[config.mk]
export PLATFORM = sky130hd
export DESIGN_NAME = can_rx_mailbox
export DESIGN_NICKNAME = d
export VERILOG_FILES = /design/src/rtl/can_rx_mailbox.sv
export SDC_FILE = /design/constraint.sdc
export NUM_CORES = 1
export LEC_CHECK = 0
export CAP_MARGIN = 20
export CORE_AREA = 10 10 258 260
export CTS_CLUSTER_SIZE = 20
export DETAILED_ROUTE_END_ITERATION = 6
export DIE_AREA = 0 0 268 270
export GPL_TIMING_DRIVEN = 0
export PLACE_DENSITY = 0.72
export SETUP_SLACK_MARGIN = 0.3
export SYNTH_ARGS = -nofsm -noshare
export SYNTH_HDL_FRONTEND = slang
export SYNTH_SLANG_ARGS = --single-unit
[constraint.sdc]
create_clock -name clk -period 11 [get_ports clk]
set_clock_uncertainty 0.1 [all_clocks]
set_input_delay 2.2 -clock clk [delete_from_list [all_inputs] [get_ports clk]]
set_output_delay 2.2 -clock clk [all_outputs]
set_load 0.1 [all_outputs]
[src/rtl/can_rx_mailbox.sv]
// Receive mailbox for the TinyQV CAN peripheral: acceptance filters, a frame FIFO
// with overflow accounting, and threshold/overflow interrupts on the peripheral bus.
module can_rx_mailbox #(
    parameter int DEPTH = 4,
    parameter int NFILT = 2
) (
    input  logic        clk,
    input  logic        rst_n,
    input  logic        frm_valid,
    input  logic [28:0] frm_id,
    input  logic        frm_ext,
    input  logic        frm_rtr,
    input  logic [3:0]  frm_dlc,
    input  logic [63:0] frm_data,
    input  logic [5:0]  address,
    input  logic [31:0] data_in,
    input  logic [1:0]  data_write_n,
    input  logic [1:0]  data_read_n,
    output logic [31:0] data_out,
    output logic        data_ready,
    output logic        user_interrupt
);
    localparam int AW = $clog2(DEPTH);
    localparam int CW = AW + 1;
    localparam logic [3:0] FEN_MASK = 4'((1 << NFILT) - 1);

    logic [31:0]   hid_mem  [DEPTH];
    logic [3:0]    dlc_mem  [DEPTH];
    logic [63:0]   data_mem [DEPTH];

    logic [AW-1:0] wr_ptr, rd_ptr;
    logic [CW-1:0] count;
    logic          ovf;
    logic [7:0]    dropcnt;
    logic [3:0]    thresh;
    logic [3:0]    fen;
    logic          tie, oie;
    logic          code_ext [4];
    logic [28:0]   code_id  [4];
    logic          mask_ext [4];
    logic [28:0]   mask_id  [4];

    logic          wr32, cmd_wr, pop_cmd, clr, flush;
    logic          filt_sel;
    logic [1:0]    fidx;
    logic          hit, accept, accept_frm;
    logic          full, do_push, do_pop, drop;
    logic [4:0]    cnt5;
    logic [3:0]    thr_eff;

    function automatic logic [7:0] sat_inc(input logic [7:0] v);
        return (v == 8'hFF) ? v : v + 8'd1;
    endfunction

    assign wr32     = (data_write_n == 2'b10);
    assign cmd_wr   = wr32 && (address == 6'h00);
    assign pop_cmd  = cmd_wr && data_in[0];
    assign clr      = cmd_wr && data_in[1];
    assign flush    = cmd_wr && data_in[2];
    assign filt_sel = address[5] && (address[1:0] == 2'b00) && (int'(address[4:3]) < NFILT);
    assign fidx     = address[4:3];

    // Filters see the register values from before any same-edge write.
    always_comb begin
        hit = 1'b0;
        for (int k = 0; k < 4; k++) begin
            if (fen[k] && (((frm_id ^ code_id[k]) & mask_id[k]) == 29'd0) &&
                (!mask_ext[k] || (frm_ext == code_ext[k])))
                hit = 1'b1;
        end
        accept = (fen == 4'd0) || hit;
    end

    assign full       = (count == CW'(DEPTH));
    assign accept_frm = frm_valid && accept && !flush;
    assign do_pop     = pop_cmd && (count != '0);
    assign do_push    = accept_frm && (!full || do_pop);
    assign drop       = accept_frm && full && !do_pop;

    always_ff @(posedge clk or negedge rst_n) begin
        if (!rst_n) begin
            wr_ptr  <= '0;
            rd_ptr  <= '0;
            count   <= '0;
            ovf     <= 1'b0;
            dropcnt <= 8'd0;
            thresh  <= 4'd1;
            fen     <= 4'd0;
            tie     <= 1'b0;
            oie     <= 1'b0;
            for (int k = 0; k < 4; k++) begin
                code_ext[k] <= 1'b0;
                code_id[k]  <= 29'd0;
                mask_ext[k] <= 1'b0;
                mask_id[k]  <= 29'd0;
            end
        end else begin
            if (flush) begin
                wr_ptr <= '0;
                rd_ptr <= '0;
                count  <= '0;
            end else begin
                if (do_push) wr_ptr <= wr_ptr + 1'b1;
                if (do_pop)  rd_ptr <= rd_ptr + 1'b1;
                count <= count + CW'(do_push) - CW'(do_pop);
            end
            // A drop in the same cycle as a clear restarts the tally at one.
            if (drop) begin
                ovf     <= 1'b1;
                dropcnt <= clr ? 8'd1 : sat_inc(dropcnt);
            end else if (clr) begin
                ovf     <= 1'b0;
                dropcnt <= 8'd0;
            end
            if (wr32 && address == 6'h04) begin
                thresh <= data_in[3:0];
                fen    <= data_in[11:8] & FEN_MASK;
                tie    <= data_in[16];
                oie    <= data_in[17];
            end
            for (int k = 0; k < 4; k++) begin
                if (wr32 && filt_sel && int'(fidx) == k) begin
                    if (address[2]) begin
                        mask_ext[k] <= data_in[31];
                        mask_id[k]  <= data_in[28:0];
                    end else begin
                        code_ext[k] <= data_in[31];
                        code_id[k]  <= data_in[28:0];
                    end
                end
            end
        end
    end

    always_ff @(posedge clk) begin
        if (do_push) begin
            hid_mem[wr_ptr]  <= {frm_ext, frm_rtr, 1'b0, frm_id};
            dlc_mem[wr_ptr]  <= frm_dlc;
            data_mem[wr_ptr] <= frm_data;
        end
    end

    assign cnt5    = 5'(count);
    assign thr_eff = (thresh == 4'd0) ? 4'd1 : thresh;
    assign user_interrupt = (tie && (cnt5 >= {1'b0, thr_eff})) || (oie && ovf);
    assign data_ready = 1'b1;

    always_comb begin
        data_out = 32'd0;
        if (data_read_n != 2'b11) begin
            case (address)
                6'h00: data_out = {8'd0, dropcnt, 6'd0, (count != '0), ovf, 3'd0, cnt5};
                6'h04: data_out = {14'd0, oie, tie, 4'd0, fen, 4'd0, thresh};
                6'h08: data_out = (count != '0) ? hid_mem[rd_ptr] : 32'd0;
                6'h0C: data_out = (count != '0) ? {28'd0, dlc_mem[rd_ptr]} : 32'd0;
                6'h10: data_out = (count != '0) ? data_mem[rd_ptr][31:0] : 32'd0;
                6'h14: data_out = (count != '0) ? data_mem[rd_ptr][63:32] : 32'd0;
                default: begin
                    if (filt_sel)
                        data_out = address[2] ? {mask_ext[fidx], 2'b00, mask_id[fidx]}
                                              : {code_ext[fidx], 2'b00, code_id[fidx]};
                end
            endcase
        end
    end
endmodule

==> results.sh, run 1 <==
export IMPL_status="finished, violations left"
export IMPL_violations="DRC"
export IMPL_drv_slew=0
export IMPL_grt_max_degree=124
export IMPL_ctsResizeCount=0
export IMPL_grt_setup_unrepaired="false"
export IMPL_synth_seq_cells=622
export IMPL_hold_viol=0
export IMPL_first_pass_iters=7
export IMPL_slowest_delay_ns=1.21
export IMPL_cts_hold_buffers=0
export IMPL_drt_first_iter_violations=1717
export IMPL_drc=5
export IMPL_fp_dieH_um=270
export IMPL_leakagePower_nw=11.4
export IMPL_ys_async_sr_fraction_pct=36.3
export IMPL_cts_buffers=59
export IMPL_clk_pin_slew_worst_paths_ns=0.06
export IMPL_cts_sinks=622
export IMPL_grt_pass1_wl_um=106000
export IMPL_max_cap_violations=0
export IMPL_row_count=91
export IMPL_slowest_stage="clkdlybuf4s50_1"
export IMPL_dp_hpwl_um=51000
export IMPL_multi_input_area_sq_um=7750
export IMPL_cts_root_buf="clkbuf_16"
export IMPL_max_freq_mhz=107
export IMPL_initial_core_util_pct=42.5
export IMPL_worstPathCellList="clkdlybuf4s50_1, or3_1, buf_2, nor3b_2, clkbuf_1, a22oi_1, o21ai_0, nand2_1, a21oi_1, clkdlybuf4s50_1"
export IMPL_slew_headroom_pct=22.2
export IMPL_cts_setup_buffers=0
export IMPL_routedWlPerCell_um=27.5
export IMPL_final_area_sq_um=30900
export IMPL_nFillCells=4983
export IMPL_syn_avg_cell_area_sq_um=16.8
export IMPL_fin_crit_sh_pct=84.8
export IMPL_ir_drop_v=0.000104
export IMPL_clk_path_buf_depth=3
export IMPL_crit_path_frequent_cell="clkdlybuf4s50_1"
export IMPL_fin_nets=1945
export IMPL_yosys_warnings=0
export IMPL_antenna_found_initial=14
export IMPL_placed_area_sq_um=28900
export IMPL_pin_count=178
export IMPL_grt_pass1_vias=15700
export IMPL_cts_tree="built"
export IMPL_critPathLaunchType="input port"
export IMPL_ys_seq_area_share_pct=67.4
export IMPL_layout_drive_gt1_share_pct=22.9
export IMPL_synthTopCellsByArea="edfxtp_1, dfrtp_1, mux4_2"
export IMPL_holdWs_ns=0.353
export IMPL_crit_type="in -> out"
export IMPL_postSynthCellCount=1549
export IMPL_io_buffer_count=172
export IMPL_clk_insertion_delay_late_ns=0.64
export IMPL_path_buf_inv=4
export IMPL_wirelength_um=72400
export IMPL_post_synth_top_area_cell="edfxtp_1"
export IMPL_grt_ovfl_total=0
export IMPL_path_max_fanout=10
export IMPL_period_needed_ns=9.33
export IMPL_die_area_sq_um=72400
export IMPL_finalWeightedCongestion=0.943
export IMPL_hold_path_depth=1
export IMPL_ant_nets=0
export IMPL_syn_cell_area_sq_um=26000
export IMPL_yosys_area_top_type_share_pct=45.7
export IMPL_grt_usage_pct=19.9
export IMPL_seqCellArea_sq_um=17500
export IMPL_swShare_pct=25.6
export IMPL_fin_ws_ns=1.67
export IMPL_intPower_mw=4.38
export IMPL_place_ws_ns=1.64
export IMPL_switchingPower_mw=1.51
export IMPL_seqPwrFrac_pct=50.7
export IMPL_syn_nets=1704
export IMPL_die_w_um=268
export IMPL_synth_flop_cell="edfxtp_1"
export IMPL_synth_edff_count=396
export IMPL_r2r_cells=9
export IMPL_via_count=15300
export IMPL_area_growth_pct=18.8
export IMPL_min_path_type="reg -> reg"
export IMPL_total_power_mw=5.89
export IMPL_viasPerCell=5.82
export IMPL_clockPowerShare_pct=35.2
export IMPL_path_depth=10
export IMPL_h_tree_depth=2
export IMPL_power_density_nw_per_um2=190
export IMPL_critical_path_top_delay_family="buffers and inverters"
export IMPL_crit_required_ns=8.70
export IMPL_cp_data_arrival_time_ns=7.03
export IMPL_worstSetupEndpointType="output port"
export IMPL_coreArea_sq_um=61300
export IMPL_worst_pin_slew_ns=1.17
export IMPL_combPwrFrac_pct=14.2
export IMPL_yosysUniqueCellTypes=49
export IMPL_fin_util_pct=50.5
export IMPL_setup_viol=0
==> cells in the final DEF (no fill, tap or decap), drive strengths merged, types with 6 or more instances in the layout <==
| cell type | synthesis | layout |
|---|---|---|
| mux2 | 141 | 141 |
| ha | 10 | 10 |
| o22ai | 12 | 12 |
| a221oi | 16 | 16 |
| clkdlybuf4s50 | 0 | 171 |
| mux4 | 140 | 140 |
| and3 | 6 | 6 |
| mux2i | 23 | 23 |
| or3 | 9 | 9 |
| and2 | 6 | 6 |
| xor2 | 62 | 62 |
| buf | 33 | 42 |
| diode | 0 | 6 |
| nor3 | 6 | 6 |
| o21ai | 39 | 39 |
| inv | 22 | 22 |
| bufinv | 0 | 7 |
| clkbuf | 136 | 211 |
| dfrtp | 225 | 225 |
| nand3 | 38 | 38 |
| clkinv | 0 | 24 |
| nand2 | 27 | 27 |
| nor2 | 38 | 38 |
| nand4 | 8 | 8 |
| a22oi | 55 | 55 |
| a21oi | 65 | 65 |
| edfxtp | 396 | 396 |
==> through the flow <==
step           setup TNS (ns)  std cells
2_1_floorplan               0       1549
3_3_place_gp          -380.66       2511
3_5_place_dp                0       2518
4_1_cts                     0       2628
5_1_grt                     0       2632
6_report                    0       2635
==> registers in the layout, summed over array words and instances, names as in the netlist, 3 cells and up <==
signal	flops
code_id	102
dropcnt	8
dlc_mem	16
data_mem	256
code_ext	4
count	3
thresh	4
mask_id	94
hid_mem	124
==> area by class of cell <==
cell class                      instances  share of cell area (%)
Sequential cell                       622                    56.7
Tap cell                              790                    3.19
Antenna cell                            6                  0.0485
Clock inverter                         35                    1.23
Clock buffer                           75                    5.16
Buffer                                169                    2.19
Timing Repair Buffer                  180                    6.17
Multi-Input combinational cell        736                    25.0
Inverter                               22                   0.267
==> synth_stat cells (8+ instances only) <==
| cell | instances |
|---|---|
| a21oi_1 | 65 |
| a221oi_1 | 16 |
| a22oi_1 | 55 |
| buf_2 | 25 |
| clkbuf_1 | 136 |
| dfrtp_1 | 225 |
| edfxtp_1 | 396 |
| ha_1 | 10 |
| inv_1 | 22 |
| mux2_2 | 141 |
| mux2i_1 | 23 |
| mux4_2 | 140 |
| nand2_1 | 27 |
| nand3_1 | 37 |
| nand4_1 | 8 |
| nor2_1 | 38 |
| o21ai_0 | 33 |
| o22ai_1 | 12 |
| or3_1 | 9 |
| xor2_1 | 62 |
==> cells by family (layout without fill, tap and decap cells) <==
group / count (synthesis) / after routing / share of synthesized area [%]
adders and majority gates: 11 / 11 / 0.557
other: 1 / 7 / 0.0144
muxes: 304 / 304 / 19.1
and+or+nand+nor: 154 / 154 / 3.05
AOI/OAI and AO/OA: 202 / 202 / 4.86
xor gates and xnor gates: 64 / 64 / 2.15
DFF: 622 / 622 / 67.4
buffers and inverters: 191 / 481 / 2.92
==> path summary, 6_finish.rpt <==
kind                             startpoint              to  slack [ns]
worst max-delay path             address[5]    data_out[16]        1.67
worst min-delay path            code_id[23]     code_id[23]        0.35
worst max register to register  code_id[63]  hid_mem[1][26]        6.84
worst min register to register  code_id[23]     code_id[23]        0.35
max in group asynchronous             rst_n     mask_id[44]        8.33
min in group asynchronous             rst_n       wr_ptr[1]        1.49
==> power groups by stage <==
stage	clock (mW)	sequential, mW	combinational [mW]
final	2.07	2.99	0.835
after global routing	2.18	3.02	0.894
after CTS	2.10	2.99	0.844
after detailed placement	0	3.03	0.839
after global placement	0	3.07	0.794
after floorplan	0	3.02	0.492
==> layer usage <==
| layer | vias to the layer above | GRT usage, % | part of all wire [%] |
|---|---|---|---|
| li1 | 6466 | - | - |
| met1 | 8019 | 25.8 | 39 |
| met2 | 685 | 31.9 | 48 |
| met3 | 137 | 4.90 | 9.4 |
| met4 | 16 | 7.30 | 3.5 |
| met5 | - | 0 | 0.15 |
==> worst register-to-register path: stages (launching register included) <==
cell and delay [ns]:
dfrtp_1 0.40, xor2_1 0.20, a222oi_1 0.44, nand3_1 0.16, nor4_1 0.48, nor3_1 0.15, buf_4 0.21, nor3_2 0.46
and2_4 0.75, buf_16 0.41
Power figures use the tool's default switching activity.
==> run 2, diff against run 1 <==
- clock period: 11 -> 9.6 ns (I/O delays scaled with it)
==> results of run 2 <==
The final DEF is identical to that of run 1. Status: finished, violations left: DRC.
Main changes from that run: setup slack after placement 1.64 ns -> 0.797 ns; setup slack after layout 1.67 ns -> 0.829 ns; register-to-register setup slack 6.84 ns -> 5.44 ns; total power 5.89 mW -> 6.75 mW; worst IR drop on VDD 0.000104 V -> 0.000119 V
